### config.mk
export PLATFORM = sky130hd
export DESIGN_NAME = pipeline_stall_ctrl_flat
export DESIGN_NICKNAME = d
export VERILOG_FILES = /design/src/rtl/pipeline_stall_ctrl_pkg.sv /design/src/rtl/pipeline_stall_ctrl_if.sv /design/src/rtl/pipeline_stall_ctrl_sat_counter.sv /design/src/rtl/pipeline_stall_ctrl.sv /design/src/flat_wrapper.sv
export SDC_FILE = /design/constraint.sdc
export NUM_CORES = 1
export LEC_CHECK = 0
export ABC_CLOCK_PERIOD_IN_PS = 2600
export CORE_MARGIN = 1.5
export CORE_UTILIZATION = 51
export CTS_CLUSTER_DIAMETER = 50
export DETAILED_ROUTE_END_ITERATION = 10
export PLACE_DENSITY = 0.78
export SLEW_MARGIN = 20
export SYNTH_ARGS = -nofsm -noshare
export SYNTH_HDL_FRONTEND = slang
export SYNTH_HIERARCHICAL = 1
export SYNTH_SLANG_ARGS = --single-unit
### constraint.sdc
create_clock -name i_clk -period 2.6 [get_ports i_clk]
set_input_delay 0.39 -clock i_clk [delete_from_list [all_inputs] [get_ports i_clk]]
set_output_delay 0.39 -clock i_clk [all_outputs]
set_load 0.05 [all_outputs]
### src/rtl/pipeline_stall_ctrl_pkg.sv
// ---------------------------------------------------------------------------
// cpu_ctrl_pkg
// Shared types for the pipeline stall/flush controller: controller state
// enum, the bundle of pipeline-register controls, the canned control
// patterns and the RUN-state priority decoder.
// ---------------------------------------------------------------------------
package cpu_ctrl_pkg;

  typedef enum logic [2:0] {
    ST_RUN    = 3'd0,
    ST_DMISS  = 3'd1,
    ST_IMISS  = 3'd2,
    ST_DRAIN  = 3'd3,
    ST_HALTED = 3'd4
  } state_e;

  // Field order is MSB first: {pc_we, if_id_we, if_id_flush, id_ex_flush, ex_mem_we, mem_wb_we}
  typedef struct packed {
    logic pc_we;
    logic if_id_we;
    logic if_id_flush;
    logic id_ex_flush;
    logic ex_mem_we;
    logic mem_wb_we;
  } pipe_ctrl_t;

  localparam pipe_ctrl_t CTRL_ADVANCE = 6'b110011; // everything moves
  localparam pipe_ctrl_t CTRL_FREEZE  = 6'b000000; // nothing moves, nothing squashed
  localparam pipe_ctrl_t CTRL_BUBBLE  = 6'b000111; // hold PC+IF/ID, bubble into ID/EX
  localparam pipe_ctrl_t CTRL_IF_NOP  = 6'b011011; // hold PC, NOP into IF/ID, back end moves
  localparam pipe_ctrl_t CTRL_BRANCH  = 6'b111011; // redirect PC, squash fall-through

  // RUN-state control with the data-miss case already excluded by the caller.
  // A pending hazard hides the branch decision (its operands are not ready).
  function automatic pipe_ctrl_t run_ctrl(input logic hazard, input logic imiss,
                                          input logic halt, input logic branch);
    if (hazard)             return CTRL_BUBBLE;
    else if (imiss || halt) return CTRL_IF_NOP;
    else if (branch)        return CTRL_BRANCH;
    else                    return CTRL_ADVANCE;
  endfunction

endpackage

### src/rtl/pipeline_stall_ctrl_if.sv
// ---------------------------------------------------------------------------
// pipeline_stall_ctrl_if
// Bundles hazard/cache/halt requests into the controller and the pipeline
// enables, flushes, status flags and perf counters out of it.
//   master : hazard unit / caches / pipeline side (drives requests)
//   slave  : pipeline_stall_ctrl (drives enables, flushes, status)
// ---------------------------------------------------------------------------
interface pipeline_stall_ctrl_if #(
  parameter int CNT_W = 16
);
  logic             hazard_stall;
  logic             branch_taken;
  logic             icache_miss;
  logic             icache_ready;
  logic             dcache_miss;
  logic             dcache_ready;
  logic             halt_id;
  logic             halt_wb;
  logic             pc_we;
  logic             if_id_we;
  logic             if_id_flush;
  logic             id_ex_flush;
  logic             ex_mem_we;
  logic             mem_wb_we;
  logic             halted;
  logic             err;
  logic [CNT_W-1:0] stall_cnt;
  logic [CNT_W-1:0] flush_cnt;

  modport master (
    output hazard_stall, branch_taken, icache_miss, icache_ready,
           dcache_miss, dcache_ready, halt_id, halt_wb,
    input  pc_we, if_id_we, if_id_flush, id_ex_flush, ex_mem_we, mem_wb_we,
           halted, err, stall_cnt, flush_cnt
  );

  modport slave (
    input  hazard_stall, branch_taken, icache_miss, icache_ready,
           dcache_miss, dcache_ready, halt_id, halt_wb,
    output pc_we, if_id_we, if_id_flush, id_ex_flush, ex_mem_we, mem_wb_we,
           halted, err, stall_cnt, flush_cnt
  );
endinterface

### src/rtl/pipeline_stall_ctrl_sat_counter.sv
// ---------------------------------------------------------------------------
// sat_counter
// Saturating up-counter: increments on i_inc, sticks at all-ones.
//   i_clk  clock (rising edge)
//   i_rst  synchronous active-high clear
//   i_inc  count enable
//   o_cnt  current count
// ---------------------------------------------------------------------------
module sat_counter #(
  parameter int CNT_W = 16
) (
  input  logic             i_clk,
  input  logic             i_rst,
  input  logic             i_inc,
  output logic [CNT_W-1:0] o_cnt
);
  logic [CNT_W-1:0] r_cnt;

  always_ff @(posedge i_clk) begin
    if (i_rst)                     r_cnt <= '0;
    else if (i_inc && r_cnt != '1) r_cnt <= r_cnt + CNT_W'(1);
  end

  assign o_cnt = r_cnt;
endmodule

### src/rtl/pipeline_stall_ctrl.sv
// ---------------------------------------------------------------------------
// pipeline_stall_ctrl
// Consumer side of the hazard/stall protocol. Turns hazard stalls, ID branch
// decisions, I/D cache miss handshakes and HLT tracking into write enables
// and flushes for the PC and all pipeline registers. Enables/flushes are
// combinational from state + inputs; flags and counters are registered.
//   i_clk   clock (rising edge)
//   i_rst   synchronous active-high reset
//   io_bus  pipeline_stall_ctrl_if.slave: requests in; pc/if_id/ex_mem/mem_wb
//           write enables, if_id/id_ex flushes, halted, err (sticky miss
//           timeout), stall_cnt and flush_cnt (saturating) out
// ---------------------------------------------------------------------------
module pipeline_stall_ctrl
  import cpu_ctrl_pkg::*;
#(
  parameter int CNT_W   = 16,
  parameter int TO_W    = 8,
  parameter int TIMEOUT = 200
) (
  input  logic                  i_clk,
  input  logic                  i_rst,
  pipeline_stall_ctrl_if.slave  io_bus
);
  localparam logic [31:0] TO_LIM = 32'(TIMEOUT);

  state_e           r_state;
  state_e           w_next;
  pipe_ctrl_t       w_ctrl;
  logic [TO_W-1:0]  r_to_cnt;
  logic             r_err;
  logic             w_in_miss;
  logic             w_stall_inc;
  logic             w_flush_inc;
  logic [CNT_W-1:0] w_stall_cnt;
  logic [CNT_W-1:0] w_flush_cnt;

  // Next state and Mealy controls
  always_comb begin
    w_ctrl = CTRL_ADVANCE;
    w_next = r_state;
    case (r_state)
      ST_RUN: begin
        if (io_bus.dcache_miss) begin
          w_ctrl = CTRL_FREEZE;
          w_next = ST_DMISS;
        end else begin
          w_ctrl = run_ctrl(io_bus.hazard_stall, io_bus.icache_miss,
                            io_bus.halt_id, io_bus.branch_taken);
          // A stall cycle only bubbles; the fetch miss / HLT is taken next cycle
          if (!io_bus.hazard_stall) begin
            if (io_bus.icache_miss)  w_next = ST_IMISS;
            else if (io_bus.halt_id) w_next = ST_DRAIN;
          end
        end
      end
      ST_DMISS: begin
        // Ready wins over a still-asserted dcache_miss: the exit cycle runs
        // normal RUN rules and a re-asserted miss is picked up from RUN.
        if (io_bus.dcache_ready) begin
          w_ctrl = run_ctrl(io_bus.hazard_stall, io_bus.icache_miss,
                            io_bus.halt_id, io_bus.branch_taken);
          w_next = io_bus.icache_miss ? ST_IMISS : ST_RUN;
        end else begin
          w_ctrl = CTRL_FREEZE;
        end
      end
      ST_IMISS: begin
        // Data miss preempts; icache_miss stays high and is resumed from DMISS
        if (io_bus.dcache_miss) begin
          w_ctrl = CTRL_FREEZE;
          w_next = ST_DMISS;
        end else begin
          w_ctrl = CTRL_IF_NOP;
          if (io_bus.icache_ready) w_next = ST_RUN;
        end
      end
      ST_DRAIN: begin
        w_ctrl = CTRL_IF_NOP;
        if (io_bus.halt_wb) w_next = ST_HALTED;
      end
      ST_HALTED: w_ctrl = CTRL_FREEZE;
      default: begin
        w_ctrl = CTRL_FREEZE;
        w_next = ST_RUN;
      end
    endcase
  end

  assign w_in_miss = (r_state == ST_DMISS) || (r_state == ST_IMISS);

  always_ff @(posedge i_clk) begin
    if (i_rst) begin
      r_state  <= ST_RUN;
      r_to_cnt <= '0;
      r_err    <= 1'b0;
    end else begin
      r_state <= w_next;
      // Counts miss-state cycles already elapsed in the current miss stretch
      if (!w_in_miss)           r_to_cnt <= '0;
      else if (r_to_cnt != '1)  r_to_cnt <= r_to_cnt + TO_W'(1);
      if (w_in_miss && (TO_LIM != 32'd0) && (32'(r_to_cnt) == TO_LIM))
        r_err <= 1'b1;
    end
  end

  assign w_stall_inc = !w_ctrl.pc_we && (r_state != ST_HALTED);
  assign w_flush_inc = w_ctrl.if_id_flush || w_ctrl.id_ex_flush;

  sat_counter #(.CNT_W(CNT_W)) u_stall_cnt (
    .i_clk (i_clk),
    .i_rst (i_rst),
    .i_inc (w_stall_inc),
    .o_cnt (w_stall_cnt)
  );

  sat_counter #(.CNT_W(CNT_W)) u_flush_cnt (
    .i_clk (i_clk),
    .i_rst (i_rst),
    .i_inc (w_flush_inc),
    .o_cnt (w_flush_cnt)
  );

  assign io_bus.pc_we       = w_ctrl.pc_we;
  assign io_bus.if_id_we    = w_ctrl.if_id_we;
  assign io_bus.if_id_flush = w_ctrl.if_id_flush;
  assign io_bus.id_ex_flush = w_ctrl.id_ex_flush;
  assign io_bus.ex_mem_we   = w_ctrl.ex_mem_we;
  assign io_bus.mem_wb_we   = w_ctrl.mem_wb_we;
  assign io_bus.halted      = (r_state == ST_HALTED);
  assign io_bus.err         = r_err;
  assign io_bus.stall_cnt   = w_stall_cnt;
  assign io_bus.flush_cnt   = w_flush_cnt;

endmodule

### src/flat_wrapper.sv
// flat-port wrapper written by rule: the top's interface ports become plain ports
module pipeline_stall_ctrl_flat import cpu_ctrl_pkg::*;
#(
  parameter int CNT_W   = 16,
  parameter int TO_W    = 8,
  parameter int TIMEOUT = 200
)
  (i_clk, i_rst, io_bus_hazard_stall, io_bus_branch_taken, io_bus_icache_miss, io_bus_icache_ready, io_bus_dcache_miss, io_bus_dcache_ready, io_bus_halt_id, io_bus_halt_wb, io_bus_pc_we, io_bus_if_id_we, io_bus_if_id_flush, io_bus_id_ex_flush, io_bus_ex_mem_we, io_bus_mem_wb_we, io_bus_halted, io_bus_err, io_bus_stall_cnt, io_bus_flush_cnt);
  pipeline_stall_ctrl_if #(.CNT_W(CNT_W)) io_bus_i ();
  input  logic i_clk;
  input  logic i_rst;
  input wire logic [$bits(io_bus_i.hazard_stall)-1:0] io_bus_hazard_stall;
  input wire logic [$bits(io_bus_i.branch_taken)-1:0] io_bus_branch_taken;
  input wire logic [$bits(io_bus_i.icache_miss)-1:0] io_bus_icache_miss;
  input wire logic [$bits(io_bus_i.icache_ready)-1:0] io_bus_icache_ready;
  input wire logic [$bits(io_bus_i.dcache_miss)-1:0] io_bus_dcache_miss;
  input wire logic [$bits(io_bus_i.dcache_ready)-1:0] io_bus_dcache_ready;
  input wire logic [$bits(io_bus_i.halt_id)-1:0] io_bus_halt_id;
  input wire logic [$bits(io_bus_i.halt_wb)-1:0] io_bus_halt_wb;
  output wire logic [$bits(io_bus_i.pc_we)-1:0] io_bus_pc_we;
  output wire logic [$bits(io_bus_i.if_id_we)-1:0] io_bus_if_id_we;
  output wire logic [$bits(io_bus_i.if_id_flush)-1:0] io_bus_if_id_flush;
  output wire logic [$bits(io_bus_i.id_ex_flush)-1:0] io_bus_id_ex_flush;
  output wire logic [$bits(io_bus_i.ex_mem_we)-1:0] io_bus_ex_mem_we;
  output wire logic [$bits(io_bus_i.mem_wb_we)-1:0] io_bus_mem_wb_we;
  output wire logic [$bits(io_bus_i.halted)-1:0] io_bus_halted;
  output wire logic [$bits(io_bus_i.err)-1:0] io_bus_err;
  output wire logic [$bits(io_bus_i.stall_cnt)-1:0] io_bus_stall_cnt;
  output wire logic [$bits(io_bus_i.flush_cnt)-1:0] io_bus_flush_cnt;
  assign io_bus_i.hazard_stall = io_bus_hazard_stall;
  assign io_bus_i.branch_taken = io_bus_branch_taken;
  assign io_bus_i.icache_miss = io_bus_icache_miss;
  assign io_bus_i.icache_ready = io_bus_icache_ready;
  assign io_bus_i.dcache_miss = io_bus_dcache_miss;
  assign io_bus_i.dcache_ready = io_bus_dcache_ready;
  assign io_bus_i.halt_id = io_bus_halt_id;
  assign io_bus_i.halt_wb = io_bus_halt_wb;
  assign io_bus_pc_we = io_bus_i.pc_we;
  assign io_bus_if_id_we = io_bus_i.if_id_we;
  assign io_bus_if_id_flush = io_bus_i.if_id_flush;
  assign io_bus_id_ex_flush = io_bus_i.id_ex_flush;
  assign io_bus_ex_mem_we = io_bus_i.ex_mem_we;
  assign io_bus_mem_wb_we = io_bus_i.mem_wb_we;
  assign io_bus_halted = io_bus_i.halted;
  assign io_bus_err = io_bus_i.err;
  assign io_bus_stall_cnt = io_bus_i.stall_cnt;
  assign io_bus_flush_cnt = io_bus_i.flush_cnt;
  pipeline_stall_ctrl #(.CNT_W(CNT_W), .TO_W(TO_W), .TIMEOUT(TIMEOUT)) u_core (.i_clk(i_clk), .i_rst(i_rst), .io_bus(io_bus_i));
endmodule
==> summary.md, run 1 <==
| Metric | Value |
|---|---|
| Final-report hold violation count | `0` |
| Grt ovf | `0` |
| Main combinational cell family by area after synthesis | `simple AND/OR/NAND/NOR gates` |
| Mean Syn Cell Area | `8.35 sq um` |
| Vias per inst | `6.02` |
| Share of layout cells above drive strength 1 | `9.25%` |
| Worst path max stage delay | `0.54 ns` |
| Clock buffer depth | `2` |
| Depth of the worst hold-timing path | `2` |
| Final period utilization | `90.3%` |
| Net Count, Synth | `308` |
| Fill cells | `384` |
| Area of the die | `5240 sq um` |
| Post-synth cell types | `44` |
| Cell area after layout | `3120 sq um` |
| Max_cap viols | `0` |
| Hold Crit Class | `reg -> reg` |
| Global placement routability congestion | `0.857` |
| Initial DRC count | `151` |
| CP Data Required Time | `2.78 ns` |
| Final Setup Violations | `0` |
| Drt pass-1 iters | `4` |
| Post-synth EDFFs | `0` |
| TritonCTS Buffers | `5` |
| Post-CTS resize count | `0` |
| WS Path Type | `reg -> reg` |
| Antenna cell count | `0` |
| Slew Limit Fails | `0` |
| Worst setup margin | `0.252 ns` |
| Crit path capture type | `register` |
| Post-synthesis xor/xnor area fraction | `2.50%` |
| Hold Path End | `u_core/io_bus.err$_SDFFE_PP0P_` |
| Post-route DRC | `0` |
| H-tree Lvls | `2` |
| Pin count of the biggest net entering global routing | `26` |
| Clock root cell | `clkbuf_8` |
| Top FF cell, synth | `dfxtp_1` |
| Worst r2r src | `u_core/r_state[0]$_SDFFE_PP0P_` |
| Post-place setup slack | `0.0555 ns` |
| Crit path time final | `2.35 ns` |
| Placed Area | `3040 sq um` |
| Starting Density | `52.3%` |
| Clock skew | `0.00497 ns` |
| Die W | `72.4 um` |
| R2r endpoint | `u_core/u_flush_cnt/o_cnt[11]$_SDFFE_PP0P_` |
| Final net count | `360` |
| CP Max Fanout | `11` |
| Compound-Gate Fraction of Synth Area | `14.8%` |
| Final wirelength | `5680 um` |
| Relative slew margins | `54.6%` |
| Synth Warn # | `6` |
| Dpl cells | `393` |
| Storage element area | `881 sq um` |
| Vias in the first global route | `2062` |
| IO Port Bufs | `49` |
| VDD IR-drop max | `0.648 mV` |
| Cells after synthesis | `294` |
| DPL Wire Length | `4140 um` |
| FF+latch count, synth | `44` |
| Clock Sinks | `44` |
| Worst skew pair latency | `0.29 ns` |
| DRT antenna net count | `0` |
| HP Start | `u_core/io_bus.err$_SDFFE_PP0P_` |
| Fin Setup TNS | `0 ns` |
| Die Ht | `72.4 um` |
| Area grow syn2layout | `26.9%` |
| Sequential share of the synthesized area | `35.9%` |
| Adder-cell area share of the yosys netlist | `2.04%` |
| Core Footprint | `4690 sq um` |
| Via count | `2406` |
| Ys async rst share | `0%` |
| Mux share of post-synthesis cell area | `4.59%` |
| Multi-input gate area | `1480 sq um` |
| Worst Setup Start Kind | `register` |
| Layout Cells excl Fill | `400` |
| Fmax | `426 MHz` |
| Cell Rows | `25` |
| Post-CTS Setup Bufs | `0` |
| Data arrival, critical path | `2.53 ns` |
| Leak | `1.06 nW` |
| Final core area utilization | `66.4%` |
| RSZ-0062 raised after global routing | `false` |
| Overall Global Routing Usage | `22.2%` |
| Slowest-stage cell, CP | `dfxtp_1` |
| Status | `finished, final reports clean` |
| Tot Pwr | `1.98 mW` |
| Pwr Density | `635 nW/um^2` |
| Simple logic cell fraction of the synthesized area | `35.8%` |
| R2R Setup Slk | `0.25 ns` |
| First-pass GRT wire length | `9350 um` |
| WL per Instance | `14.2 um` |
| Post-Synthesis Cell Area | `2450 sq um` |
| Clock transition at the registers of the reported paths | `0.07 ns` |
| Slew @ Worst Pin | `0.673 ns` |
| Worst r2r path cells | `7` |
| CTS Hold Bufs | `0` |
| Initial antenna violation count | `0` |
| Io pins | `50` |
| CTS tree | `yes` |
| Worst path cell trace | `nand2b_1 > nand3_2 > o21ai_0 > buf_4 > nand2_1 > nor4bb_1 > mux2_2` |
| Hold Slack | `0.475 ns` |
## synth_stat cells (4+ instances only)
| library cell | n | area share (%) |
|---|---|---|
| dfxtp_1 | 44 | 36 |
| nor2_1 | 25 | 3.8 |
| a21oi_1 | 22 | 4.5 |
| nand3_1 | 19 | 3.9 |
| nand2_1 | 17 | 2.6 |
| or4_1 | 14 | 4.3 |
| inv_1 | 13 | 2.0 |
| nor3_1 | 13 | 2.7 |
| o31ai_1 | 13 | 4.0 |
| o21ai_0 | 12 | 2.4 |
| mux2i_1 | 9 | 3.7 |
| nand4_1 | 8 | 2.0 |
| and4_1 | 6 | 2.1 |
| nor4_1 | 6 | 1.5 |
| or3_1 | 6 | 1.5 |
| xnor2_1 | 6 | 2.1 |
| nand2b_1 | 5 | 1.3 |
| a31oi_1 | 4 | 1.0 |
| and3_1 | 4 | 1.0 |
| clkbuf_1 | 4 | 0.61 |
| ha_1 | 4 | 2.0 |
| nor2b_1 | 4 | 1.0 |
## cell families (layout without fill, tap and decap cells)
family | Yosys count | count (layout)
buffers and inverters | 24 | 76
XOR/XNOR | 7 | 7
AO/OA/AOI/OAI | 60 | 60
AND/OR/NAND/NOR | 144 | 144
multiplexers | 11 | 11
adder cells (fa/ha/maj) | 4 | 4
flip-flops | 44 | 44
## where the power goes
part,switching [mW],leakage (nW),internal [mW]
Sequential,0.0867,0.356,0.723
Clock,0.214,0.0410,0.183
Combinational,0.486,0.664,0.287
## cell usage in the layout (no fill, tap or decap), types with 6 or more instances in the layout
cell / count
mux2i_1: 9
xnor2_1: 6
or3_1: 6
or4_1: 14
nand2_1: 17
buf_4: 10
nor4_1: 6
and4_1: 6
o21ai_0: 12
o31ai_1: 13
nand3_1: 19
nand4_1: 8
nor3_1: 13
dfxtp_1: 44
inv_1: 13
a21oi_1: 22
nor2_1: 25
clkdlybuf4s50_1: 43
## state kept, by name (all words and copies together), names as in the netlist
name	count
u_core/u_flush_cnt/o_cnt	16
u_core/r_to_cnt	8
u_core/r_state	3
u_core/u_stall_cnt/o_cnt	16
u_core/io_bus.err	1
## worst max-delay path by stage
stage	startpoint	endpoint	depth (start not counted)
after floorplan	u_core/r_state[0]$_SDFFE_PP0P_	io_bus_if_id_flush	4
after global placement	io_bus_dcache_miss	u_core/u_flush_cnt/o_cnt[11]$_SDFFE_PP0P_	8
after detailed placement	io_bus_dcache_miss	u_core/u_flush_cnt/o_cnt[11]$_SDFFE_PP0P_	8
after CTS	u_core/r_state[0]$_SDFFE_PP0P_	u_core/u_flush_cnt/o_cnt[11]$_SDFFE_PP0P_	7
after global routing	u_core/r_state[0]$_SDFFE_PP0P_	u_core/u_flush_cnt/o_cnt[11]$_SDFFE_PP0P_	7
final	u_core/r_state[0]$_SDFFE_PP0P_	u_core/u_flush_cnt/o_cnt[11]$_SDFFE_PP0P_	7
## routing by layer
metal | GRT usage [%] | up-vias | wire length (um)
met5 | 0 | - | 0
met4 | 8.18 | 0 | 110
met3 | 4.31 | 12 | 225
met2 | 37.2 | 68 | 2730
met1 | 28.4 | 1112 | 2620
li1 | - | 1214 | -
## layout make-up
type,count,area share [%]
multi-input combinational,226,47.3
sequential,44,28.3
timing repair buffer,56,18.2
clock buffer,6,2.33
tap,54,2.17
inverter,13,1.57
clock inverter,1,0.161
## worst max-delay path, delay by kind of cell, from the launching register on
family | cells | cell delay [ns]
buf+inv | 1 | 0.17
simple gates | 4 | 0.95
mux | 1 | 0.37
flops | 1 | 0.54
compound gates | 1 | 0.21
(Power assumes the default switching activity.)
==> run 2, diff against run 1 <==
- HOLD_SLACK_MARGIN: not set -> 0.03
==> results of run 2 <==
Same layout as run 1: the final DEF is identical, and so are final timing and power.
